--- config.mk ---
export PLATFORM = sky130hd
export DESIGN_NAME = serial_wb_cmd_decoder
export DESIGN_NICKNAME = d
export VERILOG_FILES = /design/src/rtl/serial_wb_cmd_decoder.sv
export SDC_FILE = /design/constraint.sdc
export NUM_CORES = 1
export LEC_CHECK = 0
export CAP_MARGIN = 5
export CORE_UTILIZATION = 58
export CTS_CLUSTER_DIAMETER = 50
export DETAILED_ROUTE_END_ITERATION = 6
export PLACE_DENSITY = 0.85
export SLEW_MARGIN = 20
export SYNTH_ARGS = -nofsm -noshare
export SYNTH_HDL_FRONTEND = slang
export SYNTH_SLANG_ARGS = --single-unit
--- constraint.sdc ---
create_clock -name clk_i -period 4.5 [get_ports clk_i]
set_input_delay 0.675 -clock clk_i [delete_from_list [all_inputs] [get_ports clk_i]]
set_output_delay 0.675 -clock clk_i [all_outputs]
set_load 0.02 [all_outputs]
--- src/rtl/serial_wb_cmd_decoder.sv ---
// Serial command decoder: turns a UART byte stream into single-byte bus
// writes/reads for the register peripherals and returns read bytes to the
// UART transmitter. Frame: command, address, then write payload (if any).
// Command byte: bit7 write(1)/read(0), bit6 auto-increment, bits[5:0] count-1.
//
// tx handshake: tx_valid_o rises with tx_data_o and both hold steady until the
// cycle in which tx_valid_o & tx_ready_i are both high; that cycle is the
// transfer, and tx_valid_o is low the following cycle.
module serial_wb_cmd_decoder #(
    parameter int ADDR_W         = 8,
    parameter int TIMEOUT_CYCLES = 100000
) (
    input  logic              clk_i,
    input  logic              rstn_i,
    input  logic [7:0]        rx_data_i,
    input  logic              rx_valid_i,
    output logic [7:0]        tx_data_o,
    output logic              tx_valid_o,
    input  logic              tx_ready_i,
    output logic [ADDR_W-1:0] address_o,
    output logic [7:0]        data_o,
    input  logic [7:0]        data_i,
    output logic              writestrobe_o,
    output logic              readstrobe_o,
    output logic              busy_o,
    output logic              timeout_o
);

    // Idle counter only has to hold TIMEOUT_CYCLES-1.
    localparam int               CNT_W      = (TIMEOUT_CYCLES < 2) ? 1 : $clog2(TIMEOUT_CYCLES);
    localparam logic [CNT_W-1:0] CNT_LAST   = CNT_W'((TIMEOUT_CYCLES > 0) ? TIMEOUT_CYCLES - 1 : 0);
    localparam bit               TIMEOUT_EN = (TIMEOUT_CYCLES > 0);

    typedef enum logic [2:0] {
        IDLE,
        GET_ADDR,
        WRITE_DATA,
        READ_ISSUE,
        READ_WAIT_TX
    } state_t;

    state_t              state_q, state_d;
    logic                is_write_q, is_write_d;
    logic                auto_inc_q, auto_inc_d;
    logic [5:0]          count_q, count_d;
    logic [ADDR_W-1:0]   addr_q, addr_d;
    logic [7:0]          data_q, data_d;
    logic [7:0]          tx_data_q, tx_data_d;
    logic                tx_valid_q, tx_valid_d;
    logic                wstb_q, wstb_d;
    logic                rstb_q, rstb_d;
    logic                timeout_q, timeout_d;
    logic [CNT_W-1:0]    idle_cnt_q, idle_cnt_d;

    logic                timed;
    logic                expire;

    // The timeout only watches the states that wait on rx bytes; a byte in
    // the expiry cycle wins over the abort.
    assign timed  = (state_q == GET_ADDR) || (state_q == WRITE_DATA);
    assign expire = TIMEOUT_EN && timed && !rx_valid_i && (idle_cnt_q == CNT_LAST);

    // Next-state and next-output logic for the frame parser.
    always_comb begin
        state_d    = state_q;
        is_write_d = is_write_q;
        auto_inc_d = auto_inc_q;
        count_d    = count_q;
        addr_d     = addr_q;
        data_d     = data_q;
        tx_data_d  = tx_data_q;
        tx_valid_d = tx_valid_q;
        wstb_d     = 1'b0;
        rstb_d     = 1'b0;
        timeout_d  = 1'b0;
        idle_cnt_d = (timed && !rx_valid_i && !expire) ? idle_cnt_q + CNT_W'(1) : '0;

        // Address moves on only after the write strobe cycle has been seen.
        if (wstb_q && auto_inc_q) begin
            addr_d = addr_q + ADDR_W'(1);
        end

        case (state_q)
            IDLE: begin
                if (rx_valid_i) begin
                    is_write_d = rx_data_i[7];
                    auto_inc_d = rx_data_i[6];
                    count_d    = rx_data_i[5:0];
                    state_d    = GET_ADDR;
                end
            end
            GET_ADDR: begin
                if (rx_valid_i) begin
                    addr_d = ADDR_W'(rx_data_i);
                    if (is_write_q) begin
                        state_d = WRITE_DATA;
                    end else begin
                        state_d = READ_ISSUE;
                        rstb_d  = 1'b1;
                    end
                end else if (expire) begin
                    state_d   = IDLE;
                    timeout_d = 1'b1;
                end
            end
            WRITE_DATA: begin
                if (rx_valid_i) begin
                    data_d  = rx_data_i;
                    wstb_d  = 1'b1;
                    count_d = count_q - 6'd1;
                    if (count_q == 6'd0) begin
                        state_d = IDLE;
                    end
                end else if (expire) begin
                    state_d   = IDLE;
                    timeout_d = 1'b1;
                end
            end
            READ_ISSUE: begin
                // readstrobe_o is high this cycle; capture the peripheral's answer.
                tx_data_d  = data_i;
                tx_valid_d = 1'b1;
                state_d    = READ_WAIT_TX;
            end
            READ_WAIT_TX: begin
                if (tx_valid_q && tx_ready_i) begin
                    tx_valid_d = 1'b0;
                    if (auto_inc_q) begin
                        addr_d = addr_q + ADDR_W'(1);
                    end
                    if (count_q == 6'd0) begin
                        state_d = IDLE;
                    end else begin
                        count_d = count_q - 6'd1;
                        state_d = READ_ISSUE;
                        rstb_d  = 1'b1;
                    end
                end
            end
            default: begin
                state_d = IDLE;
            end
        endcase
    end

    // State and output registers with synchronous active-low reset.
    always_ff @(posedge clk_i) begin
        if (!rstn_i) begin
            state_q    <= IDLE;
            is_write_q <= 1'b0;
            auto_inc_q <= 1'b0;
            count_q    <= '0;
            addr_q     <= '0;
            data_q     <= '0;
            tx_data_q  <= '0;
            tx_valid_q <= 1'b0;
            wstb_q     <= 1'b0;
            rstb_q     <= 1'b0;
            timeout_q  <= 1'b0;
            idle_cnt_q <= '0;
        end else begin
            state_q    <= state_d;
            is_write_q <= is_write_d;
            auto_inc_q <= auto_inc_d;
            count_q    <= count_d;
            addr_q     <= addr_d;
            data_q     <= data_d;
            tx_data_q  <= tx_data_d;
            tx_valid_q <= tx_valid_d;
            wstb_q     <= wstb_d;
            rstb_q     <= rstb_d;
            timeout_q  <= timeout_d;
            idle_cnt_q <= idle_cnt_d;
        end
    end

    assign tx_data_o     = tx_data_q;
    assign tx_valid_o    = tx_valid_q;
    assign address_o     = addr_q;
    assign data_o        = data_q;
    assign writestrobe_o = wstb_q;
    assign readstrobe_o  = rstb_q;
    assign timeout_o     = timeout_q;
    assign busy_o        = (state_q != IDLE);

endmodule
; ---- Yosys cells after proc, flatten, opt, wreduce, memory -nomap -nowiden
; Cells that the tools add are included.
[word_totals]
regBits = 56
inputBits = 20
[classes]
add_sub_neg = 3
eq_ne = 10
mux = 28
n_bitwise = 2
n_reduce_logical = 22
[ops]
columns = cell, n
row1 = 8-bit 2-to-1 mux, 4
row2 = 6-bit 2-to-1 mux, 4
row3 = 3-bit 2-to-1 mux, 6
row4 = 6-bit one-hot mux with 3 select lines, 1
row5 = 17-bit by 1-bit adder with 17-bit output (second input constant), 1
row6 = 17-bit equality test (second input constant), 1
row7 = 8-bit one-hot mux with 2 select lines, 1
row8 = 3-bit one-hot mux with 5 select lines, 1
row9 = 2-bit AND reduction, 5
row10 = 8-bit by 1-bit adder with 8-bit output (second input constant), 1
row11 = 1-bit 2-to-1 mux, 8
row12 = 2-bit != test (second input constant), 4
row13 = 3-bit by 2-bit equality test with 1-bit output (second input constant), 2
row14 = 6-bit logical NOT, 1
row15 = 3-bit nonzero test, 2
row16 = 6-bit by 1-bit subtractor with 6-bit output (second input constant), 1
row17 = 1-bit logical AND, 5
row18 = 5-bit AND reduction, 1
row19 = 1-bit one-hot mux with 2 select lines, 2
row20 = 3-bit by 1-bit equality test with 1-bit output (second input constant), 1
row21 = 3-bit equality test (second input constant), 1
row22 = 3-bit logical NOT, 1
row23 = 3-bit by 2-bit != test with 1-bit output (second input constant), 1
row24 = 3-bit AND reduction, 1
row25 = other kinds (7), 9

; ---- Longest topological paths before layout
[depth]
word_depth = 7
mapped_depth = 8

; ---- Least setup slack after synthesis
; Ideal clock, no wire load.
[synth_timing]
kind = input-to-reg
startpoint = input rx_valid_i
endpoint = register addr_q[2], in the netlist address_o[2]
setup_time_ns = 0.125
arrival_ns = 1.699
t_required_ns = 4.375
path_slack_ns = 2.676
cell_stages = 5
path_buffers = 1
cell_sequence = clkbuf_1 a21oi_1 or2_1 o2bb2ai_1 o41a_1
[synth_between]
elab_chain_len = 2
[synth_lines]
columns = item, line_no
row1 = "start, declared", 16  ; input logic rx_valid_i,
row2 = 8-bit 2-to-1 mux, 93  ; if (rx_valid_i) begin
row3 = 8-bit one-hot mux with 2 select lines, 83  ; case (state_q)
row4 = "end signal, assigned", 166  ; addr_q <= addr_d;
row5 = "end, declared", 46  ; logic [ADDR_W-1:0] addr_q, addr_d;
; No other way between the ends.
; A chain may end at the register's enable or synchronous reset.

; ---- Final worst setup path
[layout_timing]
startpoint = register state_q[0]
endpoint = output busy_o
[layout_between]
elab_chain_len = 1
[layout_lines]
columns = item, line_no
row1 = "start, declared", 42  ; state_t state_q, state_d;
row2 = "start signal, assigned", 162  ; state_q <= state_d;
row3 = 3-bit nonzero test, 184  ; assign busy_o = (state_q != IDLE);
row4 = "end, declared", 25  ; output logic busy_o,
; No other way between the ends.

==> parameters.txt <==
Parameter                              Value

Synth
  Mux contribution to synthesized area ... roughly 1.3%
  Dominant cells by area after synthesis ... sky130_fd_sc_hd__dfxtp_1 (36%), sky130_fd_sc_hd__a21oi_1 (5.9%), sky130_fd_sc_hd__nand2_1 (5.6%)
  Number of flops mapped to enable cells by yosys ... 0
  Fraction of synthesized cell area taken by the top area cell type ... between 30 and 40%
  Post-synthesis average cell area ... 7.78 um2
  Largest area contributor in the synthesized netlist ... sky130_fd_sc_hd__dfxtp_1
  Synth Flop Type ... sky130_fd_sc_hd__dfxtp_1
  Yosys warns ... 0
  Most used standard cells in the synthesized netlist ... sky130_fd_sc_hd__dfxtp_1 (56), sky130_fd_sc_hd__nand2_1 (47), sky130_fd_sc_hd__a21oi_1 (37), sky130_fd_sc_hd__nand3_1 (30), sky130_fd_sc_hd__nor2_1 (29)
  Mapped Area ... ~3100 um2
  Proportion of synthesized chip area in sequential cells ... 35.9%
  Fraction of the mapped netlist area in compound gates ... between 20% and 30%
  Dominant combinational cell family by area after synthesis ... simple AND/OR/NAND/NOR gates
  Number of synthesized register bits ... 56
  Post-synthesis simple-gate area fraction ... 28.1%
  Net count after synthesis ... 426
  Async set-reset flop share out of synthesis ... 0%
  Most common cell in the netlist ... sky130_fd_sc_hd__dfxtp_1
  Yosys cell types ... 59
  Synth Area in XOR/XNOR ... ~4.8%
  Gate count of the mapped netlist ... ~400
  Adder and majority gate portion of the synthesized area ... 1.60%

Finish
  Share of cells above drive strength 1 ... 3.46%
  Area growth from synthesis to final layout ... 17.6%
  Fill cell total of the finished layout ... 455
  Area occupied by multi-input gates ... around 1900 um2
  Nets ... between 400 and 500
  N_diodes ... 0
  Sequential cell area ... 1120 um2

Power
  Power per unit of standard cell area ... 293 nW/um2
  Peak supply drop ... 0.206 mV
  Total power ... 1.08 mW
  LEAKAGE ... 1.16 nW

Clocking
  Longest Clk Path Bufs ... 2
  Clock buffer count from CTS ... 5
  Total of cells resized after clock tree synthesis ... 0
  Count of hold buffers inserted by post-cts repair ... 0
  Insertion delay to the later sink of the worst-skew pair ... roughly 310 ps
  Post-CTS setup repair buffer count ... 0
  Count of H-tree levels built during CTS ... 2
  Clock transition at path regs ... roughly 110 ps
  Clock root buffer master ... sky130_fd_sc_hd__clkbuf_8
  TritonCTS clock tree ... built
  CTS sink cnt ... 56

Route
  Routed Antenna Nets ... 0
  DRT Pass-1 Iters ... 5
  Wire length after detailed routing ... 8170 um
  Vias after detailed routing ... 3217
  Average via count per standard cell ... 6.40
  Number of DRC violations after detailed-routing iteration 0 ... 410
  Number of remaining DRC errors ... 0
  Wire per inst ... 16.2 um

Min path
  Worst min path class ... flop to flop

Flow run
  Max-Cap Viols ... 0

Floorplanning
  Starting utilization of the core area ... 60.8%
  Die ar. ... about 5700 um2
  Die Span Y ... 75.4 um
  Ports ... slightly below 50
  Area of the core ... 5140 um2
  Chip width ... 75.4 um
  Number of standard-cell rows in the floorplan ... 26

Critical path
  Highest net fanout along the worst path ... 26
  Buffers plus inverters on the worst setup path ... 1
  Longest individual stage delay on the worst path ... 920 ps
  Worst Path Class, Setup ... flop to output pin
  CP Launch Type ... flop
  Ordered list of cells on the worst path ... or3_1 > clkdlybuf4s50_1
  Data required time at the worst endpoint ... 3830 ps
  Worst setup EP type ... output pin
  Cell family with the largest share of critical-path delay ... flip-flops
  Critical-path top delay cell ... sky130_fd_sc_hd__dfxtp_1
  WP data arrival ... about 2100 ps

Place
  Buffers on Ports ... 48
  Post-Place Setup Slack ... 1810 ps
  Detailed placement HPWL ... 5690 um
  Weighted congestion reported at the end of routability-driven placement ... 0.962

STA
  Number of setup violations in the final report ... 0
  Setup TNS Final ... 0 ps
  Final count of pins violating max slew ... 0
  Fin crit share ... 62.1%
  Count of final hold-check violations ... 0
  Setup repair after global routing missed its margin ... false
  Fin Clk Skew ... 13.0 ps
  Worst slew margin ... between 30% and 40%
  Post-layout min period ... 2800 ps
  Minimum setup slack in the final design ... 1700 ps
  Max Freq ... 358 MHz
  Worst slew pin tran ... about 1000 ps

Global route
  First-pass GRT wire length ... 12900 um
  Global-route congestion overflow total ... 0
  GRT Overall Usage ... between 20% and 30%
  Largest net degree at the start of global routing ... 35
  Number of global-route vias before repair ... roughly 2800
  Number of antenna violations at the first check in global routing ... 0

Status
  Result of the run ... finished, final reports clean
sequential cells by signal, indices dropped and copies added (netlist names):
| signal | count |
|---|---|
| tx_data_o | 8 |
| auto_inc_q | 1 |
| tx_valid_o | 1 |
| is_write_q | 1 |
| count_q | 6 |
| timeout_o | 1 |
| writestrobe_o | 1 |
| idle_cnt_q | 17 |
| data_o | 8 |
| address_o | 8 |
| readstrobe_o | 1 |
| state_q | 3 |
where the power goes:
part / internal (mW) / switching [mW] / total [mW]
sequential: 0.518 / 0.0445 / 0.563
clock: 0.111 / 0.164 / 0.275
combinational: 0.103 / 0.135 / 0.238
total: 0.732 / 0.344 / 1.08
logic make-up after synthesis:
| family | after synthesis |
|---|---|
| buffers and inverters | 37 |
| and+or+nand+nor | 172 |
| muxes | 4 |
| DFF | 56 |
| adders and majority gates | 4 |
| AOI/OAI and AO/OA | 112 |
| xor gates and xnor gates | 17 |
worst register-to-register path, cell delays in order, from the launching register on:
cell and delay (ps):
sky130_fd_sc_hd__dfxtp_1 920, sky130_fd_sc_hd__nor2b_1 830, sky130_fd_sc_hd__nand2_1 430, sky130_fd_sc_hd__nand2_1 180, sky130_fd_sc_hd__a21oi_1 80
path summary, 6_finish.rpt:
| path | start | to | slack [ps] | cells after the start |
|---|---|---|---|---|
| max | state_q[0]$_SDFFE_PN0P_ | busy_o | 1700 | 2 |
| min | tx_data_o[1]$_SDFFE_PN0P_ | tx_data_o[1]$_SDFFE_PN0P_ | 460 | 2 |
| max reg2reg | state_q[0]$_SDFFE_PN0P_ | tx_data_o[4]$_SDFFE_PN0P_ | 1910 | 4 |
| min reg2reg | tx_data_o[1]$_SDFFE_PN0P_ | tx_data_o[1]$_SDFFE_PN0P_ | 460 | 2 |
per-layer routing:
layer | wire length [um] | global-route usage [%]
met4 | 115 | 8.44
met1 | 3570 | 41.4
met5 | 0 | 0
met2 | 3780 | 47.1
met3 | 700 | 4.50
cell usage in the layout, fill, tap and decap left out, drive strengths merged, types with 4 or more instances in the layout:
cell type	count
or3	9
nor2	30
mux2i	4
xor2	8
xnor2	9
nand3	30
inv	11
nand2	47
clkbuf	6
a211oi	5
o211ai	4
nor2b	4
nand2b	6
dfxtp	56
nor4	7
ha	4
a31oi	4
o21a	6
nor3	11
o2111ai	4
o21ai	22
clkdlybuf4s50	48
o32ai	5
nand4	8
a21oi	37
layout make-up:
class / instances / share of cell area [%]
clock buffers: 6 / 1.97
clock inverters: 2 / 0.442
inverters: 11 / 1.12
multi-input cells: 309 / 50.3
flip-flops and latches: 56 / 30.5
well taps: 70 / 2.38
repair buffers: 49 / 13.3
metrics by stage:
| stage | instances | util (%) | hold WS [ps] | cell area [um2] |
|---|---|---|---|---|
| 2_1_floorplan | 402 | - | 430 | 3130 |
| 3_3_place_gp | 495 | 69.8 | 442 | 3590 |
| 3_5_place_dp | 495 | 69.8 | 449 | 3590 |
| 4_1_cts | 503 | 71.5 | 463 | 3680 |
| 5_1_grt | 503 | 71.5 | 492 | 3680 |
| 6_report | 503 | 71.5 | 459 | 3680 |
(Power assumes the default switching activity.)
